[src/rtl/quad_pkg.sv]
// Shared types and helpers for the sum-of-squares power path.
package quad_pkg;

   localparam int DATA_W    = 29;
   localparam int INT_W     = 5;
   localparam int FRAC_W    = 24;
   localparam int IN_W      = 14;
   localparam int IN_FRAC_W = 12;

   typedef logic unsigned [DATA_W-1:0] qpow_t;

   typedef enum logic {
      OUT_EMPTY = 1'b0,
      OUT_FULL  = 1'b1
   } out_state_t;

   function automatic qpow_t max_q(input qpow_t a, input qpow_t b);
      return (a > b) ? a : b;
   endfunction

endpackage

[src/rtl/quad_fwl_trunc.sv]
// Fixed-point fractional word-length truncation: keeps FWL of FRAC fraction bits.
// Latency: combinational.
// Backpressure: none, pure datapath.
module quad_fwl_trunc #(
   parameter int W    = 29,
   parameter int FRAC = 24,
   parameter int FWL  = 24
) (
   input  logic [W-1:0] din,
   output logic [W-1:0] dout
);

   generate
      if (FWL == FRAC) begin : g_pass
         assign dout = din;
      end else begin : g_trunc
         // Mask form keeps every input bit referenced; dropped bits read as zero.
         localparam logic [W-1:0] KEEP_MASK = ~((W'(1) << (FRAC - FWL)) - W'(1));
         assign dout = din & KEEP_MASK;
      end
   endgenerate

endmodule

[src/rtl/quad_mean.sv]
// Window mean/peak of Q5.24 power samples over 2^LOG2_N samples.
// Latency: result registered one edge after the final sample is accepted.
// Backpressure: only the final sample of a window stalls, while a result is held.
module quad_mean
   import quad_pkg::*;
#(
   parameter int LOG2_N = 2,
   parameter int FWL_O  = 24
) (
   input  logic              clk,
   input  logic              rst,
   input  logic              clr,
   input  logic              in_valid,
   output logic              in_ready,
   input  logic [DATA_W-1:0] in_data,
   output logic              out_valid,
   input  logic              out_ready,
   output logic [DATA_W-1:0] out_mean,
   output logic [DATA_W-1:0] out_peak
);

   localparam int N     = 1 << LOG2_N;
   localparam int CNT_W = (LOG2_N == 0) ? 1 : LOG2_N;
   localparam int ACC_W = DATA_W + LOG2_N;

   logic [ACC_W-1:0] acc;
   logic [CNT_W-1:0] cnt;
   qpow_t            peak;

   logic             last;
   logic             accept;
   logic             final_acc;
   logic [ACC_W-1:0] sum;
   qpow_t            mean;
   qpow_t            mean_q;
   qpow_t            peak_nxt;

   out_state_t       state;
   out_state_t       state_nxt;
   logic             load_res;

   assign last      = (cnt == CNT_W'(N - 1));
   // in_ready depends combinationally on out_ready: a held result freed this
   // cycle lets the next window's final sample in without a bubble.
   assign in_ready  = !rst && !clr && (!last || !out_valid || out_ready);
   assign accept    = in_valid && in_ready;
   assign final_acc = accept && last;

   assign sum      = acc + ACC_W'(in_data);
   assign mean     = DATA_W'(sum >> LOG2_N);
   assign peak_nxt = max_q(peak, qpow_t'(in_data));

   quad_fwl_trunc #(
      .W    (DATA_W),
      .FRAC (FRAC_W),
      .FWL  (FWL_O)
   ) u_trunc (
      .din  (mean),
      .dout (mean_q)
   );

   always_ff @(posedge clk) begin
      if (rst || clr) begin
         acc  <= '0;
         cnt  <= '0;
         peak <= '0;
      end else if (accept) begin
         if (last) begin
            acc  <= '0;
            cnt  <= '0;
            peak <= '0;
         end else begin
            acc  <= sum;
            cnt  <= cnt + CNT_W'(1);
            peak <= peak_nxt;
         end
      end
   end

   always_ff @(posedge clk) begin
      if (rst) begin
         state <= OUT_EMPTY;
      end else begin
         state <= state_nxt;
      end
   end

   always_comb begin
      state_nxt = state;
      case (state)
         OUT_EMPTY: if (final_acc) state_nxt = OUT_FULL;
         OUT_FULL:  if (out_ready && !final_acc) state_nxt = OUT_EMPTY;
         default:   state_nxt = OUT_EMPTY;
      endcase
   end

   always_comb begin
      out_valid = (state == OUT_FULL);
      load_res  = final_acc;
   end

   // final_acc cannot fire while a result is held unconsumed, so the
   // result register only reloads when its contents are free to go.
   always_ff @(posedge clk) begin
      if (rst) begin
         out_mean <= '0;
         out_peak <= '0;
      end else if (load_res) begin
         out_mean <= mean_q;
         out_peak <= peak_nxt;
      end
   end

endmodule

[config.mk]
export PLATFORM = sky130hd
export DESIGN_NAME = quad_mean
export DESIGN_NICKNAME = d
export VERILOG_FILES = /design/src/rtl/quad_pkg.sv /design/src/rtl/quad_fwl_trunc.sv /design/src/rtl/quad_mean.sv
export SDC_FILE = /design/constraint.sdc
export NUM_CORES = 1
export LEC_CHECK = 0
export CORE_UTILIZATION = 28
export DETAILED_ROUTE_END_ITERATION = 10
export GPL_TIMING_DRIVEN = 0
export PLACE_DENSITY = 0.45
export SLEW_MARGIN = 10
export SYNTH_ARGS = -nofsm -noshare
export SYNTH_HDL_FRONTEND = slang
export SYNTH_SLANG_ARGS = --single-unit
[constraint.sdc]
create_clock -name clk -period 3.5 [get_ports clk]
set_clock_uncertainty 0.05 [all_clocks]
set_input_delay 0.7 -clock clk [delete_from_list [all_inputs] [get_ports clk]]
set_output_delay 0.7 -clock clk [all_outputs]
set_load 0.02 [all_outputs]
**Word level (Yosys, flattened, before mapping)**

Index checks and enable logic that the tools add are counted.
Widths: inputs -> output; s select.

- Add/subtract/negate cells: 2
- Bitwise logic cells: 1
- Reductions and logical operators: 13
- $lt $le $gt $ge: 1
- Equal/unequal tests: 1
- Mux-type cells: 7

Operators with widths:

| kind | count |
|---|---|
| $mux 29 | 2 |
| $add 31x29->31 | 1 |
| $mux 31 | 1 |
| $gt 29x29->1 | 1 |
| $logic_and 1x1->1 | 5 |
| $logic_not 1->1 | 5 |
| $logic_or 1x1->1 | 3 |
| $add 2x1->2 const B | 1 |
| $eq 2x2->1 const B | 1 |
| $mux 1 | 2 |
| $mux 2 | 1 |
| $pmux 1 s2 | 1 |
| $not 1->1 | 1 |

- Bits in registers: 121
- Word-level logic and storage cells: 31
- Output and inout port bits: 60

**Longest topological paths before layout**

Gate-level depths: netlist of run 1.

- Depth after elaboration: 11
- Depth in mapped cells: 12

**By module**

From an unflattened synthesis of run 1, not the netlist that was laid out.

- Cell total of the unflattened synthesis: 759
- Area, all modules: 6661.4 sq um

Modules (own cells, without submodules):

| module | cells each | area an instance (sq um) | instances |
|---|---|---|---|
| quad_mean | 730 | 6443.7 | 1 |
| quad_fwl_trunc | 29 | 217.7 | 1 |

**Least setup slack after synthesis of run 1**

OpenSTA, ideal clock, no wires.

- Kind: input to register
- From: input in_data[0]
- To: register out_mean[28]
- Path slack: 0.608 ns
- Path buffers: 0
- Stages on the path: 11
- Data required time: 3.317 ns
- Data arrival time: 2.710 ns
- Cell sequence: ha_1 inv_1 fa_1 nand2b_1 a21oi_1 nand3b_1 nor4b_4 nor3_1 or4b_1 o31ai_1 a21oi_1

- Longest elaborated chain between the ends: 1

Ends and longest elaborated chain:

| element | line | text |
|---|---|---|
| from (decl) | quad_mean.sv:15 | `input logic [DATA_W-1:0] in_data,` |
| $add 31x29->31 | quad_mean.sv:49 | `assign sum = acc + ACC_W'(in_data);` |
| to (signal assigned) | quad_mean.sv:109 | `out_mean <= mean_q;` |
| to (decl) | quad_mean.sv:18 | `output logic [DATA_W-1:0] out_mean,` |

No other way between the ends.
A chain may end at the register's enable or synchronous reset.

**Final worst setup path of run 1**

- From: input in_data[13]
- To: register out_mean[28]

Same word-level chain as after synthesis.

==> reports/results.txt, run 1 <==
Starting DRT DRC Count - 231
Critical Path RT - 3730 ps
I/O pin cnt - 94
Met2 WL - 8.71 mm
Register area share after synthesis - 0.356
Layout cells sized above 1 - 0.0794
RePlAce Congestion - 0.850
GRT overflow - 0
Wire length on met3 - 751 um
Worst Hold End - cnt[1]$_SDFFE_PP0P_
Worst Max-Slew Pin Slew - 882 ps
Top-area cell type share of the netlist area - 0.356
Clk pwr share - 0.498
Worst r2r path cells - 10
Chip Width - 158 um
Hold WC Path Type - flip-flop to flip-flop
Yosys cell types - 68
Max-cap violations - 0
CTS tree - built
Final ANT Viol Nets - 0
Core ar. - 23700 um2
Most numerous cell in the Yosys netlist - dfxtp_1
Area grow syn2layout - 28.7%
Int Pwr - 2.76 mW
Startpoint Class - input pin
Async SR Flop Fraction - 0
Number of flops mapped to enable cells by yosys - 0
Net Sw Frac - 0.251
Sequential power share - 0.385
Final Hold Viols - 0
Status - complete, no violations
Post-CTS Setup Inserts - 0
Max_slew headroom - 0.410
Avg Cell Area, Syn - 8.82 um2
Die Y - 158 um
Pleak - 3.55 nW
Deepest clock path buffer count - 2
Primary FF master, synth - dfxtp_1
Root Driver - clkbuf_16
Worst reg2reg setup slack - 530 ps
Comb pwr share - 0.117
Synth top area cells - dfxtp_1 (36%), ha_1 (11%), mux2i_1 (4.6%)
Clock slew at reported path FFs - 60 ps
Max layer used - met4
Final wirelength - 20.9 mm
Power density cells - 421 nW/um2
Crit path kind - input pin to flip-flop
Post-DP HPWL - 15.8 mm
Antenna Cells - 0
CTS H-tree depth - 4
Initial core utilization - 0.287
Syn nets - 866
CP arrival - 3530 ps
Worst-path maximum fanout - 8
GRT Util Overall - 0.176
Vias - 5902
Synth Cell Area - 6810 um2
Clk Latency, worst-skew pair - 420 ps
Hold Worst Slack - 414 ps
Commonest cells in the netlist - dfxtp_1 (121), nor2_1 (75), ha_1 (59)
Cell taking the most area after synthesis - dfxtp_1
Largest net degree at the start of global routing - 20
# clock sinks - 121
Post-CTS Hold Fix Bufs - 0
Switching power - 0.925 mW
Die footprint - 24900 um2
Worst R2R End - out_mean[10]$_SDFFE_PP0P_
CP Capture Type - flip-flop
Post-Syn Instances - 772
Min-delay src - cnt[1]$_SDFFE_PP0P_
Vias in the first global route - 5776
Hold Path Depth - 2
CTS Buf Count - 17
First-pass GRT wire length - 32.9 mm
# nets final - 976
Drt via density - 4.87
WL per Instance - 17.2 um
Total negative slack - 0 ps
Peak VDD IR - 0.170 mV
I/O Buffers - 92
DRC errors left - 0
Final period util - 0.943
Final Setup Violations - 0
Antenna violations before repair - 1
Fill count - 2504
Synth warn - 0
#FFs+latches synth - 121
DRT Pass-1 Iters - 4
Slew Viols, Final - 0
Crit path time final - 3300 ps
Num rows - 56
DRT met1 WL - 11.2 mm
Reg-to-reg critical path startpoint - cnt[0]$_SDFFE_PP0P_
Max Clock Freq - 303 MHz
## registers in the layout, summed over array words and instances, names as in the netlist
signal	flops
out_peak	29
acc	31
peak	29
out_mean	29
cnt	2
out_valid	1
## cells by family (layout without fill, tap and decap cells)
family,Yosys count,in the layout,synth area share
muxes,31,31,0.0456
DFF,121,121,0.356
and+or+nand+nor,217,217,0.155
buffers and inverters,80,202,0.0502
xor gates and xnor gates,23,23,0.0296
adders and majority gates,60,60,0.111
AOI/OAI and AO/OA,240,240,0.253
## stage by stage
stage / instances / utilization / cell area (um2) / power, mW / worst slack [ps]
2_1_floorplan: 772 / - / 6810 / 1.72 / 608
3_3_place_gp: 1183 / 0.343 / 8130 / 1.88 / -501
3_5_place_dp: 1183 / 0.343 / 8130 / 1.88 / -491
4_1_cts: 1213 / 0.369 / 8730 / 3.73 / 93.7
5_1_grt: 1213 / 0.370 / 8760 / 3.83 / -13.6
6_report: 1213 / 0.370 / 8760 / 3.69 / 199
## cells in the final DEF, fill, tap and decap left out, types with 5 or more instances in the layout
master and count:
inv_1 34, clkbuf_1 28, nor3b_1 7, xor2_1 12
ha_1 59, nand2b_1 7, mux2i_1 31, a21o_1 29
a21oi_1 47, o21a_1 8, nand3_1 13, a22oi_1 12
clkbuf_16 17, nor3_1 9, dfxtp_1 121, a211oi_1 31
or3_1 6, o21ai_0 17, xnor2_1 11, nor2b_1 5
o21ai_1 15, nand2_1 56, a31oi_1 6, and3_1 8
nand4_1 8, clkdlybuf4s50_1 90, buf_2 10, nor2_1 75
a22o_1 35, o31ai_1 5
## how the worst max path moves through the flow
stage,start,endpoint,slack [ps],depth (start not counted)
final,in_data[13],out_mean[28]$_SDFFE_PP0P_,200,11
after CTS,in_data[1],out_mean[28]$_SDFFE_PP0P_,90,11
after detailed placement,in_data[0],out_mean[28]$_SDFFE_PP0P_,-490,12
after floorplan,in_data[0],out_mean[28]$_SDFFE_PP0P_,610,11
after global placement,in_data[0],out_mean[28]$_SDFFE_PP0P_,-500,12
after global routing,in_data[20],peak[19]$_SDFFE_PP0P_,-10,13
## timing repair
action / CTS / global route
setup endpoints to repair: 4 / 22
cloned: 0 / 0
resized for setup: 2 / 7
## worst max-delay path, cell delays in order
cell and delay (ps):
clkdlybuf4s50_1 590, ha_1 270, clkbuf_2 190, a21oi_1 210, o22ai_1 130, a31o_2 290, or3_1 300, nor3_1 360
nor2_1 140, o31ai_1 250, a21oi_1 100
## routing by layer
metal / track usage / vias up
met5: 0 / -
met4: 0.0550 / 0
met3: 0.0257 / 15
met2: 0.261 / 112
met1: 0.259 / 2740
li1: - / 3035
## power by group through the flow
stage | Clock (mW) | Combinational, mW | Sequential, mW
3_3_place_gp | 0 | 0.429 | 1.45
5_1_grt | 1.93 | 0.478 | 1.42
3_5_place_dp | 0 | 0.427 | 1.45
2_1_floorplan | 0 | 0.279 | 1.44
4_1_cts | 1.88 | 0.430 | 1.42
6_report | 1.84 | 0.430 | 1.42
## final cells by class
| type | instances | area [um2] | area share |
|---|---|---|---|
| tap | 319 | 399 | 0.0456 |
| clock buffer | 23 | 488 | 0.0557 |
| multi-input combinational | 571 | 4070 | 0.465 |
| sequential | 121 | 2420 | 0.277 |
| buffer | 44 | 210 | 0.0240 |
| inverter | 35 | 131 | 0.0150 |
| clock inverter | 8 | 118 | 0.0134 |
| timing repair buffer | 92 | 922 | 0.105 |
No activity file was read; power rests on OpenSTA's default activity.
==> run 2, diff against run 1 <==
--- a/config.mk
+++ b/config.mk
@@ -5,7 +5,9 @@
 export SDC_FILE = /design/constraint.sdc
 export NUM_CORES = 1
 export LEC_CHECK = 0
+export CORE_MARGIN = 3
 export CORE_UTILIZATION = 28
+export CTS_BUF_LIST = sky130_fd_sc_hd__clkbuf_8
 export DETAILED_ROUTE_END_ITERATION = 10
 export GPL_TIMING_DRIVEN = 0
 export PLACE_DENSITY = 0.45
==> run 2 against run 1 <==
  * Clock power is 26% lower
  * Via count grew 0.88%
  * Cell count about the same
==> reports/results.txt, run 2 (synthesis results as in run 1) <==
CP max stage cell - clkdlybuf4s50_1
Post-CTS Hold Fix Bufs - 0
I/O Buffers - 92
Vias - 5954
Starting DRT DRC Count - 208
CTS tree - built
RSZ-0062 raised after global routing - no
GRT Util Overall - 0.161
Status - complete, no violations
# clock sinks - 121
# nets final - 976
Sequential power share - 0.441
Comb pwr share - 0.133
CP arrival - 3640 ps
Hold Path Depth - 2
Register area - 2420 um2
Worst Hold End - out_mean[2]$_SDFFE_PP0P_
Slew Viols, Final - 0
WL per Instance - 17.4 um
CTS H-tree depth - 4
Net Sw Frac - 0.281
Chip Width - 162 um
CTS Buf Count - 17
Startpoint Class - input pin
Worst r2r path cells - 10
Clk pwr share - 0.425
Final wirelength - 21.1 mm
Total negative slack - 0 ps
Reg-to-reg critical path startpoint - cnt[0]$_SDFFE_PP0P_
Max-cap violations - 0
Critical Path RT - 3820 ps
Int Pwr - 2.31 mW
Worst reg2reg setup slack - 590 ps
Root Driver - clkbuf_8
Area of the multi-input gates - 4050 um2
Num rows - 56
Layout cells sized above 1 - 0.0771
Crit path time final - 3310 ps
Max Clock Freq - 302 MHz
Post-DP HPWL - 16.0 mm
Antenna violations before repair - 1
Area grow syn2layout - 25.6%
CP Capture Type - flip-flop
Hold WC Path Type - flip-flop to flip-flop
Delay of the slowest critical-path stage - 610 ps
Die Y - 162 um
Deepest clock path buffer count - 2
Most frequent cells in the layout - dfxtp_1 (121), clkdlybuf4s50_1 (91), nor2_1 (75)
Max_slew headroom - 0.402
Power density cells - 376 nW/um2
First-pass GRT wire length - 33.1 mm
Most common cell after layout, fill and taps aside - dfxtp_1
Pleak - 3.46 nW
Crit path kind - input pin to flip-flop
Worst-path maximum fanout - 7
Worst R2R End - out_mean[20]$_SDFFE_PP0P_
Critical path, cell by cell - clkdlybuf4s50_1, ha_1, buf_2, a21oi_1, o21ai_1, a2111oi_2, a21oi_2, a31oi_1, o21ai_1, or3_1, a31oi_1
Die footprint - 26200 um2
Antenna Cells - 0
Min-delay src - out_mean[2]$_SDFFE_PP0P_
Core ar. - 23700 um2
Drt via density - 4.90
RePlAce Congestion - 0.850
Max reg flops - 31
Largest net degree at the start of global routing - 17
Final period util - 0.947
Final Hold Viols - 0
DRC errors left - 0
DRT Pass-1 Iters - 5
Fill count - 2535
Clock slew at reported path FFs - 80 ps
Worst Max-Slew Pin Slew - 893 ps
Clk Latency, worst-skew pair - 450 ps
GRT overflow - 0
Switching power - 0.905 mW
Final Setup Violations - 0
Peak VDD IR - 0.174 mV
Vias in the first global route - 5830
Biggest register - acc
Initial core utilization - 0.287
Final ANT Viol Nets - 0
I/O pin cnt - 94
Overall Power - 3.21 mW
run 2: final cells by class:
| type | count | area share |
|---|---|---|
| clock buffer | 19 | 0.0306 |
| timing repair buffer | 92 | 0.108 |
| buffer | 44 | 0.0244 |
| clock inverter | 13 | 0.0180 |
| tap | 319 | 0.0467 |
| multi-input combinational | 571 | 0.474 |
| sequential | 121 | 0.283 |
| inverter | 35 | 0.0154 |
run 2: worst max-delay path by stage:
stage	startpoint	to	slack [ps]
floorplan	in_data[0]	out_mean[28]$_SDFFE_PP0P_	610
global placement	in_data[0]	out_mean[28]$_SDFFE_PP0P_	-490
detailed placement	in_data[0]	out_mean[28]$_SDFFE_PP0P_	-470
CTS	in_data[0]	out_mean[28]$_SDFFE_PP0P_	9
global route	in_data[19]	peak[25]$_SDFFE_PP0P_	3
finish	in_data[14]	out_mean[27]$_SDFFE_PP0P_	190
run 2: worst max-delay path: cells and delay by family:
family	cells	cell delay (ps)
adder cells (fa/ha/maj)	1	270
buffers and inverters	2	770
AO/OA/AOI/OAI	7	1480
AND/OR/NAND/NOR	1	400
run 2: metal layers:
layer,track usage,part of all wire
met1,0.240,0.53
met2,0.238,0.42
met3,0.0275,0.037
met4,0.0469,0.011
met5,0,0
run 2: what timing repair did:
action,in CTS,in global routing
setup buffers,0,0
endpoints found under the setup margin,0,27
gates resized for setup,0,3
run 2: power by group through the flow:
| stage | Clock, mW | Sequential (mW) | Combinational [mW] |
|---|---|---|---|
| final | 1.37 | 1.42 | 0.429 |
| after global routing | 1.46 | 1.42 | 0.479 |
| after global placement | 0 | 1.45 | 0.429 |
| after CTS | 1.41 | 1.42 | 0.430 |
| after floorplan | 0 | 1.44 | 0.279 |
| after detailed placement | 0 | 1.45 | 0.426 |
run 2: metrics by stage:
stage               hold slack (ps)  cells  setup WS, ps   util  cell area (um2)
floorplan                       379    772           608      -             6810
global placement                395   1183          -485  0.343             8130
detailed placement              400   1183          -471  0.343             8130
CTS                             416   1215          8.56  0.361             8540
global route                    431   1214          3.14  0.361             8550
finish                          411   1214           186  0.361             8550
==> run 3, diff against run 2 <==
--- a/config.mk
+++ b/config.mk
@@ -9,6 +9,7 @@
 export CORE_UTILIZATION = 28
 export CTS_BUF_LIST = sky130_fd_sc_hd__clkbuf_8
 export DETAILED_ROUTE_END_ITERATION = 10
+export GPL_ROUTABILITY_DRIVEN = 0
 export GPL_TIMING_DRIVEN = 0
 export PLACE_DENSITY = 0.45
 export SLEW_MARGIN = 10
==> results of run 3 <==
The final DEF is identical to that of run 2; final timing and power are the same.
==> patch (settings of run 3) <==
Set the parameter `LOG2_N` to 1 (it was 2). Comments in the files are not updated.
--- a/src/rtl/quad_mean.sv
+++ b/src/rtl/quad_mean.sv
@@ -5,5 +5,5 @@
    import quad_pkg::*;
 #(
-   parameter int LOG2_N = 2,
+   parameter int LOG2_N = 1,
    parameter int FWL_O  = 24
 ) (
Function: changed (a bounded check fails within 4 cycles, from zero or initial values and one cycle with rst high).
==> patch against run 3 <==
  * Fmax about the same
  * Synthesized area decreased by 5.2%
  * Die area decreased by 5.0%
  * Total power decreased by 3.4%
  * Setup slack about the same
  * Final area decreased by 4.5%
  * Synthesized cell count decreased by 3.6%
  * Global-route usage increased by 0.25 points
  * Count of clock-buffer cells in the layout unchanged
  * Sequential cell count decreased by 2
  * Final cell count decreased by 5.4%
  * Wire length decreased by 5.8%
  * Critical path depth increased by 1
  * Critical path type unchanged
==> patch: results (changes against run 3) <==
The tools report the synthesized net count as 837 (-3.3%). The number of fill cells was 2332 (-8.0%). The wire length of the first global-routing pass is 31.5 mm (-4.6%), and the post-synthesis compound-gate area fraction is 0.260 (+0.00737). The proportion of cell area spent on the clock network was 0.0452 (-0.00337); the count of buffers not belonging to the clock network in the layout was 134 (-1.5%).

The standby leakage power came out at 3.69 nW (+6.7%). Global routing usage summed across all routing layers: 0.164 (+0.00248). The fraction of final layout cells with drive strength greater than 1 works out to 0.0725 (-0.00460). The final net count is 949 (-2.8%). The stage delay of the slowest cell on the critical path came out at 630 ps (+20 ps). The cell depth of the worst flop-to-flop path was 11 (+1); the cell area after synthesis was 6450 um2 (-5.2%). The relative area change from synthesis to final layout is 26.5%, and the number of multi-input combinational cells in the layout is 545 (-4.6%). Number of global-route vias before repair: 5572 (-4.4%). The tools report the detailed placer's ending HPWL as 15.6 mm (-2.6%). The hold path startpoint was out_mean[23]$_SDFFE_PP0P_. The fraction of standard cell area in multi-input logic came out at 0.461 (-0.0130). The area used by sequential logic in the layout was 2380 um2 (-1.7%); the sequential element share of the synthesized area was 0.369 (+0.0135).

The data arrival time of the worst path is 3650 ps (about the same). Counting instances in the post-synthesis netlist gives the leading cell types as 119 x sky130_fd_sc_hd__dfxtp_1, 90 x sky130_fd_sc_hd__a21oi_1, 67 x sky130_fd_sc_hd__nand2_1, 58 x sky130_fd_sc_hd__ha_1, 51 x sky130_fd_sc_hd__nor2_1. The number of signal-net inverters in the final layout is 39 (+11%), and the number of DRC markers in iteration 0 is 323 (+55%). The worst register-to-register path begins at peak[22]$_SDFFE_PP0P_. The adder-cell share of the synthesized area was 0.116 (+0.00422). The number of I/O port buffers works out to 93 (+1.1%). The tools report the critical register-to-register path endpoint as out_peak[18]$_SDFFE_PP0P_. The number of distinct standard cells referenced by the synthesized netlist was 56 (-18%); the peak fanout along the critical path was 10 (+3).

The flip-flop count of the largest register after layout was 30 (-3.2%). The number of flip-flops and latches in the synthesized netlist is 119 (-1.7%). The kind of cell with the highest combined delay on the critical path was buffers and inverters. The proportion of synthesized area in mux cells is 0.0466 (+0.000969). The transition time at the pin with the least slew margin works out to 702 ps (-191 ps).

The flow ran to the end, and the final reports show no timing, DRC or antenna violations. The data-path buffer share of cell area in the final layout is 0.141 (+0.00903). Ranked by total cell area, the synthesized netlist is headed by sky130_fd_sc_hd__dfxtp_1 37%, sky130_fd_sc_hd__ha_1 11%, sky130_fd_sc_hd__a21oi_1 7.0%, sky130_fd_sc_hd__a22o_1 6.0%, sky130_fd_sc_hd__mux2i_1 4.7%.

The path with the worst hold slack has its endpoint at out_mean[23]$_SDFFE_PP0P_. The number of antenna violations at the first check in global routing is 0 (-1), and the fraction of synthesized cell area in xor and xnor cells is 0.0339 (+0.00435).
==> patch: cell count changes after synthesis, moves of 6 or more <==
cell / change
sky130_fd_sc_hd__a211oi_1: -26
sky130_fd_sc_hd__a21oi_1: +42
sky130_fd_sc_hd__a22o_1: +9
sky130_fd_sc_hd__a22oi_1: -8
sky130_fd_sc_hd__nand2_1: +11
sky130_fd_sc_hd__nor2_1: -24
sky130_fd_sc_hd__nor3b_1: -7
sky130_fd_sc_hd__o21ai_0: +25
sky130_fd_sc_hd__o21ai_1: -6
==> patch: worst reg2reg max path: stages, from the launching register on <==
cell,delay (ps)
sky130_fd_sc_hd__dfxtp_1,340
sky130_fd_sc_hd__ha_1,310
sky130_fd_sc_hd__a21o_1,160
sky130_fd_sc_hd__a221o_1,330
sky130_fd_sc_hd__a221oi_2,320
sky130_fd_sc_hd__o21ai_1,160
sky130_fd_sc_hd__a31oi_1,170
sky130_fd_sc_hd__a21o_2,190
sky130_fd_sc_hd__buf_8,190
sky130_fd_sc_hd__buf_12,160
sky130_fd_sc_hd__mux2i_1,230
sky130_fd_sc_hd__a21oi_1,100
==> patch: layer usage <==
layer	routed length [um]	track usage	vias up
li1	-	-	2907
met3	746	0.0293	13
met1	10600	0.241	2669
met5	0	0	-
met2	8310	0.241	111
met4	266	0.0512	0
==> patch: metrics by stage <==
stage | instances | setup WS (ps) | hold slack [ps] | total power (W) | util
floorplan | 744 | 691 | 379 | 0.00175 | -
global placement | 1117 | -476 | 395 | 0.00194 | 0.348
detailed placement | 1117 | -465 | 396 | 0.00193 | 0.348
CTS | 1149 | 12.2 | 407 | 0.00314 | 0.364
global route | 1149 | 0.441 | 426 | 0.00326 | 0.367
finish | 1149 | 187 | 404 | 0.00310 | 0.367
==> patch: worst max-delay path by stage <==
stage / startpoint / end / slack [ps] / cells past startpoint
2_1_floorplan: in_data[22] / peak[18]$_SDFFE_PP0P_ / 690 / 12
3_3_place_gp: in_data[22] / out_peak[28]$_SDFFE_PP0P_ / -480 / 12
3_5_place_dp: in_data[22] / out_peak[18]$_SDFFE_PP0P_ / -470 / 13
4_1_cts: in_data[22] / out_peak[18]$_SDFFE_PP0P_ / 10 / 13
5_1_grt: in_data[28] / peak[25]$_SDFFE_PP0P_ / 0.4 / 12
6_report: in_data[28] / peak[25]$_SDFFE_PP0P_ / 190 / 12
==> patch: where the power goes <==
part / internal [W] / leakage, nW / total [W] / switching, W
sequential: 0.00139 / 0.964 / 0.00141 / 0.0000235
combinational: 0.000204 / 2.55 / 0.000498 / 0.000293
clock: 0.000590 / 0.177 / 0.00119 / 0.000605
